--- src/rtl/fetch_stage_ctrl.sv ---
// Instruction fetch stage: PC register, IF/ID pipeline register and fetch-state FSM.
// Optional stall/flush performance counters are built when FETCH_PERF_COUNT_EN is defined.
module fetch_stage_ctrl #(
    parameter int              PC_W     = 12,
    parameter int              INST_W   = 19,
    parameter logic [PC_W-1:0] RESET_PC = {PC_W{1'b0}}
) (
    input  logic              clk,
    input  logic              reset,
    output logic [PC_W-1:0]   imem_addr,
    input  logic [INST_W-1:0] imem_data,
    input  logic              pc_writebar,
    input  logic              if_id_loadbar,
    input  logic              if_id_flush,
    input  logic              redirect_valid,
    input  logic [PC_W-1:0]   redirect_target,
    output logic [INST_W-1:0] if_id_instruction,
    output logic [PC_W-1:0]   if_id_pc_plus1,
    output logic              if_id_valid,
    output logic [1:0]        fetch_state,
    output logic [15:0]       stall_count,
    output logic [15:0]       flush_count
);

    typedef enum logic [1:0] {
        ST_FILL   = 2'd0,
        ST_RUN    = 2'd1,
        ST_STALL  = 2'd2,
        ST_BUBBLE = 2'd3
    } fetch_state_t;

    localparam logic [PC_W-1:0] PC_ONE = {{(PC_W-1){1'b0}}, 1'b1};

    logic [PC_W-1:0]   r_pc;
    logic [INST_W-1:0] r_inst;
    logic [PC_W-1:0]   r_pc_plus1;
    logic              r_valid;
    fetch_state_t      r_state;
    fetch_state_t      w_state_next;
    logic [PC_W-1:0]   w_pc_plus1;
    logic              w_stall_both;

    assign w_pc_plus1   = r_pc + PC_ONE;
    // A redirect overrides the PC stall, so such a cycle is never a full stall.
    assign w_stall_both = pc_writebar & if_id_loadbar & ~redirect_valid;

    assign imem_addr         = r_pc;
    assign if_id_instruction = r_inst;
    assign if_id_pc_plus1    = r_pc_plus1;
    assign if_id_valid       = r_valid;
    assign fetch_state       = r_state;

    // PC register: redirect beats stall beats sequential advance.
    always_ff @(posedge clk) begin
        if (!reset) begin
            r_pc <= RESET_PC;
        end else if (redirect_valid) begin
            r_pc <= redirect_target;
        end else if (!pc_writebar) begin
            r_pc <= w_pc_plus1;
        end else begin
            r_pc <= r_pc;
        end
    end

    // IF/ID register: flush inserts a NOP, loadbar holds, otherwise capture the fetch.
    always_ff @(posedge clk) begin
        if (!reset) begin
            r_inst     <= {INST_W{1'b0}};
            r_pc_plus1 <= {PC_W{1'b0}};
            r_valid    <= 1'b0;
        end else if (if_id_flush) begin
            r_inst     <= {INST_W{1'b0}};
            r_pc_plus1 <= r_pc_plus1;
            r_valid    <= 1'b0;
        end else if (!if_id_loadbar) begin
            r_inst     <= imem_data;
            r_pc_plus1 <= w_pc_plus1;
            r_valid    <= 1'b1;
        end else begin
            r_inst     <= r_inst;
            r_pc_plus1 <= r_pc_plus1;
            r_valid    <= r_valid;
        end
    end

    // Fetch FSM state register.
    always_ff @(posedge clk) begin
        if (!reset) begin
            r_state <= ST_FILL;
        end else begin
            r_state <= w_state_next;
        end
    end

    // Fetch FSM next-state logic; a flush from any state forces BUBBLE.
    always_comb begin
        w_state_next = r_state;
        if (if_id_flush) begin
            w_state_next = ST_BUBBLE;
        end else begin
            case (r_state)
                ST_FILL:   w_state_next = ST_RUN;
                ST_RUN:    w_state_next = w_stall_both ? ST_STALL : ST_RUN;
                ST_STALL: begin
                    if (redirect_valid || (!pc_writebar && !if_id_loadbar)) begin
                        w_state_next = ST_RUN;
                    end else begin
                        w_state_next = ST_STALL;
                    end
                end
                ST_BUBBLE: w_state_next = w_stall_both ? ST_STALL : ST_RUN;
                default:   w_state_next = ST_FILL;
            endcase
        end
    end

`ifdef FETCH_PERF_COUNT_EN
    logic [15:0] r_stall_count;
    logic [15:0] r_flush_count;

    // Saturating stall/flush event counters.
    always_ff @(posedge clk) begin
        if (!reset) begin
            r_stall_count <= 16'h0000;
            r_flush_count <= 16'h0000;
        end else begin
            if (pc_writebar && !redirect_valid && (r_stall_count != 16'hFFFF)) begin
                r_stall_count <= r_stall_count + 16'h0001;
            end else begin
                r_stall_count <= r_stall_count;
            end
            if (if_id_flush && (r_flush_count != 16'hFFFF)) begin
                r_flush_count <= r_flush_count + 16'h0001;
            end else begin
                r_flush_count <= r_flush_count;
            end
        end
    end

    assign stall_count = r_stall_count;
    assign flush_count = r_flush_count;
`else
    assign stall_count = 16'h0000;
    assign flush_count = 16'h0000;
`endif

endmodule
--- config.mk ---
export PLATFORM = sky130hd
export DESIGN_NAME = fetch_stage_ctrl
export DESIGN_NICKNAME = d
export VERILOG_FILES = /design/src/rtl/fetch_stage_ctrl.sv
export SDC_FILE = /design/constraint.sdc
export NUM_CORES = 1
export LEC_CHECK = 0
export ABC_CLOCK_PERIOD_IN_PS = 3100
export CORE_ASPECT_RATIO = 0.75
export CORE_UTILIZATION = 43
export DETAILED_ROUTE_END_ITERATION = 16
export PLACE_DENSITY = 0.86
export REMOVE_ABC_BUFFERS = 1
export SKIP_CTS_REPAIR_TIMING = 1
export SLEW_MARGIN = 30
export SYNTH_ARGS = -nofsm -noshare
export SYNTH_HDL_FRONTEND = slang
export SYNTH_SLANG_ARGS = --single-unit
export TNS_END_PERCENT = 20
--- constraint.sdc ---
create_clock -name clk -period 3.1 [get_ports clk]
set_input_delay 0.31 -clock clk [delete_from_list [all_inputs] [get_ports clk]]
set_output_delay 0.31 -clock clk [all_outputs]
set_load 0.03 [all_outputs]
Word-level counts from Yosys, hierarchy flattened:

Cells that the tools add are included.

* output and inout port bits: 78
* register bits after elaboration: 46
* logic and storage cells: 30

* reductions and logical operators: 8
* mux-type cells: 6
* add/sub/neg operators: 1
* equal/unequal tests: 4
* bitwise gates (word level): 6

Operators with widths (count)
* 12-bit 2-to-1 mux: 2
* 12-bit by 1-bit adder with 12-bit output, second input constant: 1
* 2-bit 2-to-1 mux: 3
* 2-bit case mux with 3 select lines: 1
* 2-bit equality test, second input constant: 2
* 1-bit NOT: 4
* 2-bit OR reduction: 2
* 1-bit AND: 2
* 2-bit by 1-bit equality test with 1-bit output, second input constant: 1
* 1-bit zero test: 2
* 2-bit zero test: 1
* 2-bit by 1-bit != test with 1-bit output, second input constant: 1
* 2-bit AND reduction: 1
* 1-bit logical AND: 1
* 1-bit logical OR: 1

Depth between registers and ports, before layout:

Gate-level depths: netlist of run 1.

* depth after elaboration: 6
* gate-level depth with buffers: 5
* gate-level depth less buffers: 5

Worst setup path after synthesis of run 1:

No wires, ideal clock.

* kind: register -> register
* from: reg r_pc[0] (netlist: imem_addr[0])
* to: reg r_pc_plus1[10] (netlist: if_id_pc_plus1[10])
* arrival time: 1581 ps
* stages on the path, launching flop included: 6
* path buffers: 0
* path slack: 1381 ps
* data required time: 2962 ps
* period minus slack after synthesis: 1719 ps
* cells stage by stage: dfxtp_1 -> ha_1 -> nand3_2 -> nor3_2 -> mux2i_1 -> o32ai_2

* longest elaborated chain between the ends: 1

Ends and longest elaborated chain
* start: declaration: RTL line 34 `logic [PC_W-1:0] r_pc;`
* start signal: assignment: RTL line 58 `r_pc <= redirect_target;`
* start signal: assignment: RTL line 60 `r_pc <= w_pc_plus1;`
* start signal: assignment: RTL line 62 `r_pc <= r_pc;`
* 12-bit by 1-bit adder with 12-bit output: RTL line 43 `assign w_pc_plus1 = r_pc + PC_ONE;`
* end signal: assignment: RTL line 70 `r_pc_plus1 <= {PC_W{1'b0}};`
* end signal: assignment: RTL line 74 `r_pc_plus1 <= r_pc_plus1;`
* end signal: assignment: RTL line 78 `r_pc_plus1 <= w_pc_plus1;`
* end: declaration: RTL line 36 `logic [PC_W-1:0] r_pc_plus1;`

No other way between the ends.
A chain may end at the register's enable or synchronous reset.

Final worst setup path of run 1:

* from: reg r_pc[9] (netlist: imem_addr[9])
* to: out imem_addr[9]

RTL lines
* end: declaration: RTL line 10 `output logic [PC_W-1:0] imem_addr,`

No word-level cell between the ends.

==> impl_metrics.ini, run 1 <==
[status]
run_status = finished, final reports clean

[placement]
placed_area_mm2 = 0.00302
io_buffers = 82
gp_congestion = 0.748
hpwl_mm = 3.76

[grt]
antenna_found_initial = 0
overflow = 0
met1_usage_pct = 23.3
grt_max_degree = 22
busiest_layer = met2
grt.met3_usage_pct = 4.33
grt_use_total_pct = 18.7
grt_pass1_vias = 1675
grt_first_pass_wirelength_mm = 7.98
gr-usage-met2_pct = 31.2

[cts]
cts-htree-levels = 2
cts_buffers = 5
clockBufferDepth = 2
cts.sinks = 46
path_clk_slew_ns = 0.08
clk_latency_ns = 0.30
cts_tree = built
clock-root-buffer = clkbuf_8

[layout]
final_area_mm2 = 0.00311
multi_input_area_mm2 = 0.00114
layout.nets = 369
num-fill-cells = 440
drive_above_1_share_pct = 6.33
area_growth_syn_to_layout_pct = 37.0
seq_area_um2 = 921
antenna_cells = 0

[worst_setup_path]
path_delay_family = buffers and inverters
critPathKind = flip-flop to output port
critical-path-slowest-cell = clkdlybuf4s50_1
cp_cell_sequence = clkdlybuf4s50_1
critPathArrivalTime_ns = 1.57
r2r_slack_ns = 1.40
setup.worst_path.end = imem_addr[9]
r2r-end = if_id_pc_plus1[10]$_SDFFE_PN0P_
timing.rr.start = imem_addr[0]$_SDFFE_PN0P_
worst-path-stages = 1
worstSetupEndpointType = output port
cp_num_buf_inv = 1
critical_path.startpoint = imem_addr[9]$_SDFFE_PN0P_
required_ns = 2.79
crit_fanout = 8
start_kind = flip-flop
reg2regPathDepth = 5
critPathMaxStageDelay_ns = 0.74

[floorplanning]
coreArea_mm2 = 0.00498
num_rows = 22
die_y_um = 64.9
dieWidth_um = 85.9
die-area_mm2 = 0.00557
io-pin-count = 115
initial_core_util_pct = 45.5

[sta]
max_freq_ghz = 0.533
hold_violations = 0
min_period_ns = 1.88
tns_ns = 0
finalSetupViolations = 0
worst_slew_pin_slew_ns = 0.692
final-max-slew-violation-count = 0
finalCritPeriodShare_pct = 60.5
max_slew_margin_pct = 53.7
fin_skew_ns = 0.00622
rsz0062_at_grt = false

[synthesis]
avgSynthCellArea_um2 = 8.97
ys_ff_latch = 46
synth_edf_count = 0
ys_seq_area_share_pct = 40.6
yosys.area.top_type = dfxtp_1
yosysMostFrequentCell = dfxtp_1
synth_top_area_share_pct = 40.6
yosys-top-cells-count = dfxtp_1, buf_4, nor2_1
synth_ff_type = dfxtp_1
yosysWarnings = 0
synthArstFlopShare_pct = 0
syn-instance-count = 253
netlist_top_cells_area = dfxtp_1, buf_4, mux2i_1
synth_cell_types = 34
syn-cell-area_mm2 = 0.00227

[route]
wl_per_cell_um = 12.5
ant_nets = 0
dr_total_vias = 1874
drt_pass1_iterations = 4
routed_wl_mm = 5.03
drtIter0Drc = 81
via_per_inst = 4.64
drc = 0

[power_and_ir_drop]
p_leak_uw = 0.00118
power.density_mw_per_mm2 = 435
power_uw = 1350
vdd_drop_max_mv = 0.238

[worst_hold_path]
hold_class = flip-flop to flip-flop
worstHoldStart = if_id_valid$_SDFFE_PP0N_

[flow_run]
max-cap-violations = 0
## report_power, final
part | internal (uW) | total (uW) | switching (uW)
clock | 180 | 373 | 193
sequential | 622 | 654 | 31.6
combinational | 135 | 327 | 192
total | 936 | 1350 | 417
## sequential cells by signal, summed over array words and instances (netlist names)
name,count
if_id_instruction,19
if_id_pc_plus1,12
imem_addr,12
fetch_state,2
if_id_valid,1
## worst min-delay path, stage by stage, from the launching register on
cell	delay, ns
dfxtp_1	0.32
inv_1	0.05
a21oi_1	0.06
## cell type report
cell class | instances | area share, %
tap | 72 | 2.90
timing repair buffer | 85 | 27.1
multi-input combinational | 188 | 36.8
clock buffer | 7 | 2.78
clock inverter | 1 | 0.161
sequential | 46 | 29.6
inverter | 5 | 0.604
## worst min-delay path by stage
stage                                          end  slack, ns  depth (start not counted)
final                     if_id_valid$_SDFFE_PP0N_       0.46                          2
after global routing      if_id_valid$_SDFFE_PP0N_       0.52                          2
after CTS                 if_id_valid$_SDFFE_PP0N_       0.47                          2
after detailed placement  if_id_valid$_SDFFE_PP0N_       0.46                          2
after global placement    if_id_valid$_SDFFE_PP0N_       0.44                          2
after floorplan           if_id_valid$_SDFFE_PP0N_       0.40                          1
## cell families (layout without fill, tap and decap cells)
logic type	after synthesis	in the layout	synth area share, %
buf+inv	50	98	14.1
flops	46	46	40.6
simple gates	69	69	16.5
xor+xnor	17	17	6.56
compound gates	46	46	11.3
other cells	1	32	0.165
fa+ha+maj	1	1	0.551
mux	23	23	10.1
## through the flow
| stage | setup WS (ns) | hold WS [ns] | instances | util (%) |
|---|---|---|---|---|
| after floorplan | 1.38 | 0.402 | 239 | - |
| after global placement | 1.07 | 0.436 | 396 | 60.5 |
| after detailed placement | 1.05 | 0.461 | 396 | 60.5 |
| after CTS | 1.21 | 0.474 | 404 | 62.4 |
| after global routing | 1.17 | 0.517 | 404 | 62.4 |
| final | 1.22 | 0.465 | 404 | 62.4 |
## cell usage in the layout, fill, tap and decap left out, types with 6 or more instances in the layout
cell / n
xnor2_1: 15
dfxtp_1: 46
clkdlybuf4s50_1: 82
o21ai_0: 18
nand2_1: 12
nor2_1: 30
clkbuf_8: 6
a21oi_1: 20
mux2i_1: 23
conb_1: 32
## per-layer routing
metal  share of wire, %  vias up
met5                  0        -
met4                1.3        0
met3                5.5        8
met2                 48       65
met1                 45      862
li1                   -      939
(Power assumes the default switching activity.)
==> run 2: changes to the inputs <==
--- a/config.mk
+++ b/config.mk
@@ -5,11 +5,11 @@
 export SDC_FILE = /design/constraint.sdc
 export NUM_CORES = 1
 export LEC_CHECK = 0
-export ABC_CLOCK_PERIOD_IN_PS = 3100
+export ABC_CLOCK_PERIOD_IN_PS = 1700
 export CORE_ASPECT_RATIO = 0.75
-export CORE_UTILIZATION = 43
+export CORE_UTILIZATION = 36
 export DETAILED_ROUTE_END_ITERATION = 16
-export PLACE_DENSITY = 0.86
+export PLACE_DENSITY = 0.76
 export REMOVE_ABC_BUFFERS = 1
 export SKIP_CTS_REPAIR_TIMING = 1
 export SLEW_MARGIN = 30
==> constraint.sdc (replaced) <==
create_clock -name clk -period 1.7 [get_ports clk]
set_input_delay 0.17 -clock clk [delete_from_list [all_inputs] [get_ports clk]]
set_output_delay 0.17 -clock clk [all_outputs]
set_load 0.03 [all_outputs]
==> impl_metrics.ini, run 2 (same netlist as run 1, synthesis figures left out) <==
[status]
run_status = finished, final reports clean

[cts]
clock-root-buffer = clkbuf_8
cts_buffers = 5
cts_tree = built
clk_latency_ns = 0.29
cts.sinks = 46
cts-htree-levels = 2
path_clk_slew_ns = 0.09
clockBufferDepth = 2

[worst_setup_path]
critPathArrivalTime_ns = 1.48
required_ns = 1.53
start_kind = flip-flop
worstSetupEndpointType = output port
crit_fanout = 5
critical-path-slowest-cell = clkdlybuf4s50_1
path_delay_family = buffers and inverters
critPathKind = flip-flop to output port
cp_cell_sequence = clkdlybuf4s50_1
critPathMaxStageDelay_ns = 0.72
cp_num_buf_inv = 1

[route]
drt_pass1_iterations = 4
ant_nets = 0
drc = 0
dr_total_vias = 1895
via_per_inst = 4.53
routed_wl_mm = 5.35
wl_per_cell_um = 12.8
drtIter0Drc = 65

[sta]
min_period_ns = 1.65
hold_violations = 0
fin_skew_ns = 0.00825
finalSetupViolations = 0
tns_ns = 0
fin_ws_ns = 0.0538
hold_ws_ns = 0.463
finalCritPeriodShare_pct = 96.8
final-max-slew-violation-count = 0
max_freq_ghz = 0.607
rsz0062_at_grt = false

[floorplanning]
num_rows = 24
io-pin-count = 115
coreArea_mm2 = 0.00595
die_y_um = 70.7
die-area_mm2 = 0.00663
initial_core_util_pct = 38.2
dieWidth_um = 93.7

[grt]
grt_pass1_vias = 1829
overflow = 0
grt_max_degree = 21
antenna_found_initial = 0
grt_use_total_pct = 16.9
grt_first_pass_wirelength_mm = 8.86

[layout]
seq_area_um2 = 921
layout.cells.non_filler = 418
drive_above_1_share_pct = 8.82
num-fill-cells = 562
layout_commonest_cell = clkdlybuf4s50_1
post-route-util_pct = 53.8
layout.nets = 377
antenna_cells = 0
area_growth_syn_to_layout_pct = 41.1
largest_reg_flops = 19
multi_input_area_mm2 = 0.00115
final_cell_mix = clkdlybuf4s50_1, dfxtp_1, conb_1, nor2_1, mux2i_1

[power_and_ir_drop]
switching_share_pct = 30.9
power.density_mw_per_mm2 = 779
power_frac_seq_pct = 47.4
p_sw_uw = 771
combPwrFrac_pct = 25.0
p_leak_uw = 0.00128
power.share.clock_pct = 27.6
vdd_drop_max_mv = 0.322
p_int_uw = 1720

[placement]
pre_cts_ws_ns = 0.138
place_inst = 410
io_buffers = 82
hpwl_mm = 3.98
gp_congestion = 0.753

[flow_run]
max-cap-violations = 0

[worst_hold_path]
hold_class = primary input to flip-flop
-- run 2: changes by cell type in the layout (fill, tap and decap cells not counted) --
cell	delta
buf_12	+1
dlymetal6s2s_1	+4
ha_1	-1
buf_4	+7
clkdlybuf4s50_1	-4
ha_2	+1
-- run 2: through the flow --
stage | power [uW] | instance area [um2]
finish | 2490 | 3200
CTS | 2520 | 3190
detailed placement | 1830 | 3100
floorplan | 1550 | 2080
global placement | 1820 | 3100
global route | 2610 | 3200
-- run 2: power groups by stage --
| stage | Clock (uW) | Combinational, uW | Sequential (uW) |
|---|---|---|---|
| final | 688 | 624 | 1180 |
| after global routing | 744 | 670 | 1190 |
| after CTS | 715 | 624 | 1180 |
| after detailed placement | 0 | 621 | 1210 |
| after global placement | 0 | 614 | 1210 |
| after floorplan | 0 | 230 | 1320 |
-- run 2: cell type report --
cell class,instances,share of cell area [%]
clock buffer,7,2.70
clock inverter,1,0.156
inverter,5,0.586
multi-input combinational,188,35.8
sequential,46,28.8
tap,78,3.05
timing repair buffer,93,28.9
-- run 2: worst reg2reg max path, stage by stage, from the launching register on --
cell	delay [ns]
dfxtp_1	0.42
ha_2	0.26
nand3_2	0.11
buf_4	0.19
nor4_1	0.23
xnor2_1	0.16
a21oi_1	0.08
-- run 2: metal layers --
| layer | global-route usage, % | routed length, um |
|---|---|---|
| met3 | 3.87 | 232 |
| met2 | 26.1 | 2550 |
| met1 | 23.4 | 2530 |
| met5 | 0 | 0 |
| met4 | 5.64 | 36 |
-- run 2: final timing paths --
path	from	to	slack [ns]	cells past startpoint
max	imem_addr[7]$_SDFFE_PN0P_	imem_addr[7]	0.05	1
min	redirect_target[0]	imem_addr[0]$_SDFFE_PN0P_	0.46	3
max reg2reg	imem_addr[1]$_SDFFE_PN0P_	imem_addr[8]$_SDFFE_PN0P_	0.15	6
min reg2reg	if_id_valid$_SDFFE_PP0N_	if_id_valid$_SDFFE_PP0N_	0.46	2
==> run 3: changes to the inputs <==
--- a/config.mk
+++ b/config.mk
@@ -7,9 +7,10 @@
 export LEC_CHECK = 0
 export ABC_CLOCK_PERIOD_IN_PS = 1700
 export CORE_ASPECT_RATIO = 0.75
-export CORE_UTILIZATION = 36
+export CORE_UTILIZATION = 56
 export DETAILED_ROUTE_END_ITERATION = 16
-export PLACE_DENSITY = 0.76
+export DONT_BUFFER_PORTS = 1
+export PLACE_DENSITY = 0.74
 export REMOVE_ABC_BUFFERS = 1
 export SKIP_CTS_REPAIR_TIMING = 1
 export SLEW_MARGIN = 30
==> impl_metrics.ini, run 3 (same netlist as run 1, synthesis figures left out) <==
[cts]
clockBufferDepth = 2
cts-htree-levels = 2
cts_tree = built
path_clk_slew_ns = 0.08
cts.sinks = 46
cts_buffers = 5
clk_latency_ns = 0.29
clock-root-buffer = clkbuf_8

[power_and_ir_drop]
combPwrFrac_pct = 15.9
p_int_uw = 1580
power.share.clock_pct = 29.4
p_sw_uw = 704
power_frac_seq_pct = 54.7
power.density_mw_per_mm2 = 955
vdd_drop_max_mv = 0.598
p_leak_uw = 0.000957
switching_share_pct = 30.9

[grt]
overflow = 0
grt_use_total_pct = 20.9
grt_pass1_vias = 1402
grt_first_pass_wirelength_mm = 6.77
antenna_found_initial = 0
grt_max_degree = 25

[layout]
final_cell_mix = dfxtp_1, conb_1, nor2_1, mux2i_1, a21oi_1
multi_input_area_mm2 = 0.00114
layout.cells.non_filler = 318
final_area_mm2 = 0.00239
largest_reg_flops = 19
area_growth_syn_to_layout_pct = 5.35
layout.nets = 303
seq_area_um2 = 921
layout_commonest_cell = dfxtp_1
drive_above_1_share_pct = 12.8
antenna_cells = 0
num-fill-cells = 338

[floorplanning]
dieWidth_um = 75.5
die_y_um = 57.1
num_rows = 19
initial_core_util_pct = 60.4
coreArea_mm2 = 0.00376
io-pin-count = 115
die-area_mm2 = 0.00431

[placement]
io_buffers = 0
placed_area_mm2 = 0.00227
hpwl_mm = 3.16
gp_congestion = 0.728
place_inst = 307

[sta]
rsz0062_at_grt = false
max_freq_ghz = 0.631
finalCritPeriodShare_pct = 93.2
fin_skew_ns = 0.00518
final-max-slew-violation-count = 0
min_period_ns = 1.58
finalSetupViolations = 0
hold_violations = 0

[flow_run]
max-cap-violations = 0

[route]
ant_nets = 0
dr_total_vias = 1614
drtIter0Drc = 43
wl_per_cell_um = 13.8
via_per_inst = 5.08
drc = 0
drt_pass1_iterations = 4
routed_wl_mm = 4.40

[worst_setup_path]
required_ns = 1.86
start_kind = flip-flop
worstSetupEndpointType = flip-flop
critPathArrivalTime_ns = 1.74
crit_fanout = 8
critPathKind = flip-flop to flip-flop

[status]
run_status = finished, final reports clean

[worst_hold_path]
hold_class = primary input to flip-flop
-- run 3: changes by cell type in the layout (fill, tap and decap cells not counted) --
cell,delta
clkdlybuf4s50_1,-78
ha_2,-1
buf_4,+6
buf_12,-1
ha_1,+1
dlymetal6s2s_1,-4
dlygate4sd3_1,+3
-- run 3: metal layers --
| layer | share of wire, % | global-route usage, % |
|---|---|---|
| met1 | 46 | 28.7 |
| met2 | 44 | 30.1 |
| met3 | 9.5 | 8.30 |
| met4 | 0.91 | 6.35 |
| met5 | 0 | 0 |
-- run 3: final cells by class --
class                           count  share of cell area, %
Clock buffer                        7                   3.61
Multi-Input combinational cell    188                   47.9
Timing Repair Buffer               19                   6.28
Inverter                            5                  0.785
Sequential cell                    46                   38.5
Clock inverter                      1                  0.209
Tap cell                           52                   2.72
-- run 3: worst max-delay path, stage by stage, from the launching register on --
cell and delay, ns:
dfxtp_1 0.38, ha_1 0.25, nand3_2 0.18, nor3_2 0.29
mux2i_1 0.26, o32ai_2 0.10
-- run 3: path summary, 6_finish.rpt --
| check | start | end | slack (ns) | cells past startpoint |
|---|---|---|---|---|
| max | imem_addr[0]$_SDFFE_PN0P_ | if_id_pc_plus1[10]$_SDFFE_PN0P_ | 0.12 | 5 |
| min reg2reg | if_id_valid$_SDFFE_PP0N_ | if_id_valid$_SDFFE_PP0N_ | 0.60 | 2 |
| max reg2reg | imem_addr[0]$_SDFFE_PN0P_ | if_id_pc_plus1[10]$_SDFFE_PN0P_ | 0.12 | 5 |
| min | if_id_flush | fetch_state[1]$_SDFF_PN0_ | 0.008 | 1 |
-- run 3: through the flow --
step / hold WS, ns / setup TNS, ns / worst slack, ns / util [%] / power (uW)
finish: 0.00757 / 0 / 0.115 / 63.6 / 2280
global route: 0.00164 / 0 / 0.0108 / 63.6 / 2390
CTS: -0.0426 / 0 / 0.133 / 62.8 / 2290
detailed placement: 0.272 / 0 / 0.158 / 60.4 / 1630
global placement: 0.265 / 0 / 0.207 / 60.4 / 1620
floorplan: 0.262 / -0.0192 / -0.0192 / - / 1550
-- run 3: power groups by stage --
stage / Sequential [uW] / Clock, uW / Combinational (uW)
after floorplan: 1320 / 0 / 230
after global placement: 1270 / 0 / 349
after detailed placement: 1270 / 0 / 354
after CTS: 1250 / 688 / 355
after global routing: 1260 / 744 / 394
final: 1250 / 671 / 363
